===== config.mk =====
export PLATFORM = sky130hd
export DESIGN_NAME = route_sel_gen_flat
export DESIGN_NICKNAME = d
export VERILOG_FILES = /design/src/rtl/noc_route_pkg.sv /design/src/rtl/route_sel_gen_if.sv /design/src/rtl/route_skid_buf.sv /design/src/rtl/route_sel_gen.sv /design/src/flat_wrapper.sv
export SDC_FILE = /design/constraint.sdc
export NUM_CORES = 1
export LEC_CHECK = 0
export ABC_AREA = 1
export CELL_PAD_IN_SITES_DETAIL_PLACEMENT = 0
export CELL_PAD_IN_SITES_GLOBAL_PLACEMENT = 1
export CORE_ASPECT_RATIO = 0.5
export CORE_MARGIN = 8
export CORE_UTILIZATION = 37
export CTS_CLUSTER_DIAMETER = 150
export DETAILED_ROUTE_END_ITERATION = 10
export PLACE_DENSITY_LB_ADDON = 0.1
export SLEW_MARGIN = 20
export SYNTH_ARGS = -nofsm -noshare
export SYNTH_HDL_FRONTEND = slang
export SYNTH_SLANG_ARGS = --single-unit

===== constraint.sdc =====
create_clock -name i_clk -period 1.2 [get_ports i_clk]
set_input_delay 0.3 -clock i_clk [delete_from_list [all_inputs] [get_ports i_clk]]
set_output_delay 0.3 -clock i_clk [all_outputs]
set_load 0.05 [all_outputs]

===== src/rtl/noc_route_pkg.sv =====
// Shared types for the route-select generator: flit layout, default field widths, FSM states.
package noc_route_pkg;

    localparam int DEST_W_DEF = 4;
    localparam int LEN_W_DEF  = 4;

    typedef struct packed {
        logic                  tail;
        logic [DEST_W_DEF-1:0] dest;
        logic [LEN_W_DEF-1:0]  len;
    } flit_t;

    typedef enum logic {
        HEAD = 1'b0,
        BODY = 1'b1
    } route_state_e;

endpackage


===== src/rtl/route_sel_gen_if.sv =====
// Flit stream bundle: upstream flits in, (flit, select) pairs out to the leaf decoder.
interface route_sel_gen_if #(
    parameter int W = 9
);
    logic [W-1:0] in_data;
    logic         in_valid;
    logic         in_ready;
    logic [W-1:0] out_data;
    logic         out_sel;
    logic         out_valid;
    logic         out_ready;

    modport slave (
        input  in_data, in_valid, out_ready,
        output in_ready, out_data, out_sel, out_valid
    );

    modport master (
        output in_data, in_valid, out_ready,
        input  in_ready, out_data, out_sel, out_valid
    );
endinterface


===== src/rtl/route_skid_buf.sv =====
// Two-entry valid/ready buffer with fully registered outputs, including the ready back to upstream.
module route_skid_buf #(
    parameter int P = 10
) (
    input  logic         i_clk,
    input  logic         i_rst_n,
    input  logic [P-1:0] i_data,
    input  logic         i_valid,
    output logic         o_ready,
    output logic [P-1:0] o_data,
    output logic         o_valid,
    input  logic         i_ready
);

    logic [P-1:0] r_head;
    logic [P-1:0] r_spare;
    logic [1:0]   r_count;
    logic         r_ready;
    logic         r_valid;

    logic         w_push;
    logic         w_pop;
    logic [P-1:0] w_head_n;
    logic [P-1:0] w_spare_n;
    logic [1:0]   w_count_n;

    assign w_push = i_valid && r_ready;
    assign w_pop  = r_valid && i_ready;

    // The head entry always drives the output; the spare only fills while the head is stalled.
    always_comb begin
        w_head_n  = r_head;
        w_spare_n = r_spare;
        w_count_n = r_count;
        case (r_count)
            2'd0: begin
                if (w_push) begin
                    w_head_n  = i_data;
                    w_count_n = 2'd1;
                end
            end
            2'd1: begin
                if (w_push && w_pop) begin
                    w_head_n = i_data;
                end else if (w_push) begin
                    w_spare_n = i_data;
                    w_count_n = 2'd2;
                end else if (w_pop) begin
                    w_count_n = 2'd0;
                end
            end
            default: begin
                if (w_pop) begin
                    w_head_n  = r_spare;
                    w_count_n = 2'd1;
                end
            end
        endcase
    end

    always_ff @(posedge i_clk or negedge i_rst_n) begin
        if (!i_rst_n) begin
            r_head  <= '0;
            r_spare <= '0;
            r_count <= 2'd0;
            r_ready <= 1'b1;
            r_valid <= 1'b0;
        end else begin
            r_head  <= w_head_n;
            r_spare <= w_spare_n;
            r_count <= w_count_n;
            r_ready <= (w_count_n != 2'd2);
            r_valid <= (w_count_n != 2'd0);
        end
    end

    assign o_ready = r_ready;
    assign o_data  = r_head;
    assign o_valid = r_valid;

endmodule


===== src/rtl/route_sel_gen.sv =====
// Route-select generator: tags every flit of a packet with the header's dest[LEVEL] bit.
// Optional ROUTE_LEN_CHECK_EN adds a sticky len_err framing check against the header length.
module route_sel_gen
    import noc_route_pkg::*;
#(
    parameter int DEST_W = DEST_W_DEF,
    parameter int LEN_W  = LEN_W_DEF,
    parameter int LEVEL  = 0
) (
    input  logic            i_clk,
    input  logic            i_rst_n,
    route_sel_gen_if.slave  bus
`ifdef ROUTE_LEN_CHECK_EN
    ,
    output logic            o_len_err
`endif
);

    localparam int W = 1 + DEST_W + LEN_W;

    route_state_e r_state;
    logic         r_route;

    logic         w_in_ready;
    logic         w_push;
    logic         w_tail;
    logic         w_dest_bit;
    logic         w_sel_now;
    logic [W:0]   w_out_pkt;

    assign w_push     = bus.in_valid && w_in_ready;
    assign w_tail     = bus.in_data[W-1];
    assign w_dest_bit = bus.in_data[LEN_W+LEVEL];
    assign w_sel_now  = (r_state == HEAD) ? w_dest_bit : r_route;

    // Framing follows the tail bit alone; the route bit is captured only from headers.
    always_ff @(posedge i_clk or negedge i_rst_n) begin
        if (!i_rst_n) begin
            r_state <= HEAD;
            r_route <= 1'b0;
        end else if (w_push) begin
            if (r_state == HEAD) begin
                r_route <= w_dest_bit;
            end
            r_state <= w_tail ? HEAD : BODY;
        end
    end

`ifdef ROUTE_LEN_CHECK_EN
    localparam logic [LEN_W-1:0] L_ONE = LEN_W'(1);

    logic [LEN_W-1:0] r_len_cnt;
    logic             r_len_err;
    logic [LEN_W-1:0] w_len;

    assign w_len = bus.in_data[LEN_W-1:0];

    // Counter holds the number of body flits still expected; the error only observes, never stalls.
    always_ff @(posedge i_clk or negedge i_rst_n) begin
        if (!i_rst_n) begin
            r_len_cnt <= '0;
            r_len_err <= 1'b0;
        end else if (w_push) begin
            if (r_state == HEAD) begin
                r_len_cnt <= w_len;
                if (w_tail && (w_len != '0)) begin
                    r_len_err <= 1'b1;
                end
            end else begin
                r_len_cnt <= r_len_cnt - L_ONE;
                if (w_tail ? (r_len_cnt != L_ONE) : (r_len_cnt == L_ONE)) begin
                    r_len_err <= 1'b1;
                end
            end
        end
    end

    assign o_len_err = r_len_err;
`endif

    route_skid_buf #(
        .P (W + 1)
    ) u_skid (
        .i_clk   (i_clk),
        .i_rst_n (i_rst_n),
        .i_data  ({w_sel_now, bus.in_data}),
        .i_valid (bus.in_valid),
        .o_ready (w_in_ready),
        .o_data  (w_out_pkt),
        .o_valid (bus.out_valid),
        .i_ready (bus.out_ready)
    );

    assign bus.in_ready = w_in_ready;
    assign bus.out_sel  = w_out_pkt[W];
    assign bus.out_data = w_out_pkt[W-1:0];

endmodule

===== src/flat_wrapper.sv =====
// flat-port wrapper written by rule: the top's interface ports become plain ports
module route_sel_gen_flat import noc_route_pkg::*;
#(
    parameter int DEST_W = DEST_W_DEF,
    parameter int LEN_W  = LEN_W_DEF,
    parameter int LEVEL  = 0
)
  (i_clk, i_rst_n, bus_in_data, bus_in_valid, bus_out_ready, bus_in_ready, bus_out_data, bus_out_sel, bus_out_valid);
  route_sel_gen_if bus_i ();
  input  logic i_clk;
  input  logic i_rst_n;
  input wire logic [$bits(bus_i.in_data)-1:0] bus_in_data;
  input wire logic [$bits(bus_i.in_valid)-1:0] bus_in_valid;
  input wire logic [$bits(bus_i.out_ready)-1:0] bus_out_ready;
  output wire logic [$bits(bus_i.in_ready)-1:0] bus_in_ready;
  output wire logic [$bits(bus_i.out_data)-1:0] bus_out_data;
  output wire logic [$bits(bus_i.out_sel)-1:0] bus_out_sel;
  output wire logic [$bits(bus_i.out_valid)-1:0] bus_out_valid;
  assign bus_i.in_data = bus_in_data;
  assign bus_i.in_valid = bus_in_valid;
  assign bus_i.out_ready = bus_out_ready;
  assign bus_in_ready = bus_i.in_ready;
  assign bus_out_data = bus_i.out_data;
  assign bus_out_sel = bus_i.out_sel;
  assign bus_out_valid = bus_i.out_valid;
  route_sel_gen #(.DEST_W(DEST_W), .LEN_W(LEN_W), .LEVEL(LEVEL)) u_core (.i_clk(i_clk), .i_rst_n(i_rst_n), .bus(bus_i));
endmodule

==> out/qor.csv <==
metric;value;unit
RR Endpoint;u_core.u_skid.o_ready;
Logic pwr share;61.1;%
pwr/cell area;2950;nW/um^2
die area;5440;sq um
Worst Tran Pin Value;249;ps
placed cell areas;1730;sq um
Post-synth EDFFs;0;
gpl congestion;0.767;
WP data arrival;1070;ps
All-Layer GR Usage;11.5;%
H-tree depth reported by CTS;1;
syn avg cell area;8.96;sq um
GRT overflow;0;
Startpoint Class;register;
Synth area leaders;dfrtp_1, nand2_1, o21ai_2;
largest net degree at the start of global routing;27;
1st-iter DRT viols;24;
clk slew on worst S/H paths;90;ps
largest area contributor in the netlist;dfrtp_1;
# setup viols final;24;
crit-path max FO;2;
Fin Hold WS;370;ps
Clk pwr share;9.6;%
Slew Limit Fails;0;
Layout area overhead;68.3;%
Tightest Hold Check Type;in2async;
mapped cell area;1200;sq um
port buffer count;24;
Post-synth ARST share;100;%
top cells by count, synth;nand2_1, dfrtp_1, o21ai_0;
sw frac;42.9;%
failing checks;negative setup slack;
CTS Buf Count;3;
Final period util;114;%
pre-CTS setup slack;-360;ps
chip width;96.6;microns
FF+latch count, synth;26;
initial antenna violation count;0;
clock sink count;26;
maxcap violations;0;
layout cell share with drive strength beyond 1;49.2;%
Pint;3410;uW
fin nets;193;
Die H;56.3;microns
type of the worst setup path;reg2out;
Critical Path RT;900;ps
total number of vias;1030;
number of placed I/O pins;25;
most frequent cell after synthesis;nand2_1;
TritonCTS clock tree;yes;
Routed WL per cell;14.4;microns
FP Rows;14;
P_leak;0.000968;uW
Final ANT Viol Nets;0;
Worst Setup End Kind;output port;
Core Area;3050;sq um
final worst slack;-172;ps
Yosys warning count;0;
slew margin rel.;83.4;%
final core occ;66.3;%
DR DRC count;0;
Synth cell types;19;
minimum clock period;1370;ps
clock tree buffer depth;2;
worst skew pair latency;270;ps
worst reg2reg setup slack;-100;ps
outcome;finished with violations;
net count after synthesis;147;
Clock Tree Root;clkbuf_8;
DP HPWL;2000;microns
Fin. Hold Viols;0;
vias in the first global route;1044;
Hold-fix buffers, CTS;0;
RSZ-0062 raised after global routing;true;
Reg-to-Reg Start;u_core.u_skid.o_ready;
Reg power frac;29.3;%
Max IR drop VDD;1.41;mV
share of the synthesized area in the top cell type;52.1;%
DRT Pass-1 Iters;4;
Vias per Instance;4.70;
number of diodes;0;
Switch Pwr;2560;uW
first-pass GRT wire length;4930;microns
ys flop type;dfrtp_1;
Syn Inst Count;134;
Worst R2R Path Depth;6;
Fmax;729;MHz
Initial Util;39.4;%
Design Area, Final;2020;sq um
clock skew;3.77;ps
post-synthesis sequential area ratio;54.3;%
routed wire length;3160;microns
## metal layers
metal	GRT usage, %	up-vias	share of wire (%)
met1	15.0	495	46
met3	4.11	2	4.4
met2	17.7	19	49
met4	2.56	0	0.51
met5	0	-	0
li1	-	514	-
## worst max-delay path: stages (launching register included)
cell	delay, ps
dfstp_2	570
buf_6	100
buf_12	120
## worst max path at each step
stage / start / cells after the start / end / slack [ps]
6_report: u_core.u_skid.o_ready / 2 / bus_in_ready / -170
5_1_grt: u_core.u_skid.o_ready / 2 / bus_in_ready / -210
4_1_cts: u_core.u_skid.o_ready / 2 / bus_in_ready / -180
3_5_place_dp: bus_in_valid / 6 / u_core.u_skid.r_spare[6] / -360
3_3_place_gp: bus_out_ready / 7 / u_core.u_skid.o_data[4] / -360
2_1_floorplan: u_core.u_skid.o_ready / 6 / u_core.u_skid.o_data[4] / -140
## cells in the final DEF (no fill, tap or decap)
| master | netlist | routed |
|---|---|---|
| a21oi_2 | 0 | 1 |
| and2_1 | 1 | 1 |
| buf_12 | 0 | 15 |
| buf_4 | 1 | 10 |
| buf_6 | 3 | 7 |
| clkbuf_16 | 0 | 2 |
| clkbuf_8 | 0 | 4 |
| clkdlybuf4s50_1 | 0 | 12 |
| dfrtp_1 | 25 | 19 |
| dfrtp_2 | 0 | 6 |
| dfstp_2 | 1 | 1 |
| inv_1 | 7 | 7 |
| inv_2 | 1 | 1 |
| nand2_1 | 55 | 40 |
| nand2_2 | 0 | 6 |
| nand2_4 | 1 | 9 |
| nand2_8 | 0 | 1 |
| nand3_1 | 1 | 1 |
| nand3_4 | 0 | 1 |
| nor2_1 | 1 | 1 |
| nor2_4 | 2 | 3 |
| o21ai_0 | 14 | 6 |
| o21ai_1 | 0 | 4 |
| o21ai_2 | 9 | 13 |
| or2_2 | 8 | 6 |
| or2_4 | 0 | 2 |
## kinds of logic (layout without fill, tap and decap cells)
logic type	Yosys count	count (layout)	synth area share, %
simple gates	70	71	26.2
compound gates	24	24	12.8
buf+inv	14	58	6.67
flops	26	26	54.3
## area by class of cell
class	count	area, sq um
Timing Repair Buffer	46	624
Inverter	8	30.0
Tap cell	40	50.0
Multi-Input combinational cell	95	603
Sequential cell	26	659
Clock buffer	4	55.1
Fill cell	246	1030
## state kept, by name (all words and copies together) (netlist names)
name                   cells
u_core.u_skid.o_data      10
u_core.u_skid.o_valid      1
u_core.r_state             1
u_core.u_skid.r_spare     10
u_core.u_skid.r_count      2
u_core.u_skid.o_ready      1
u_core.r_route             1
## metrics by stage
step	total power, uW	setup TNS, ps	std cells
2_1_floorplan	3330	-2710	134
3_3_place_gp	4640	-7370	206
3_5_place_dp	4690	-7910	206
4_1_cts	5440	-1030	213
5_1_grt	6320	-3090	219
6_report	5970	-1680	219
## power groups by stage
stage | Sequential [uW] | Combinational (uW) | Clock, uW
final | 1750 | 3640 | 573
after global placement | 1650 | 3000 | 0
after detailed placement | 1660 | 3040 | 0
after CTS | 1670 | 3180 | 591
after global routing | 1800 | 3880 | 634
after floorplan | 2190 | 1140 | 0
## repair_timing
action	CTS	global route
pin swaps	7	16
setup endpoints to repair	24	25
gates resized for setup	12	32
buffers inserted	2	4
cloned	1	2
No activity file was read; power rests on OpenSTA's default activity.
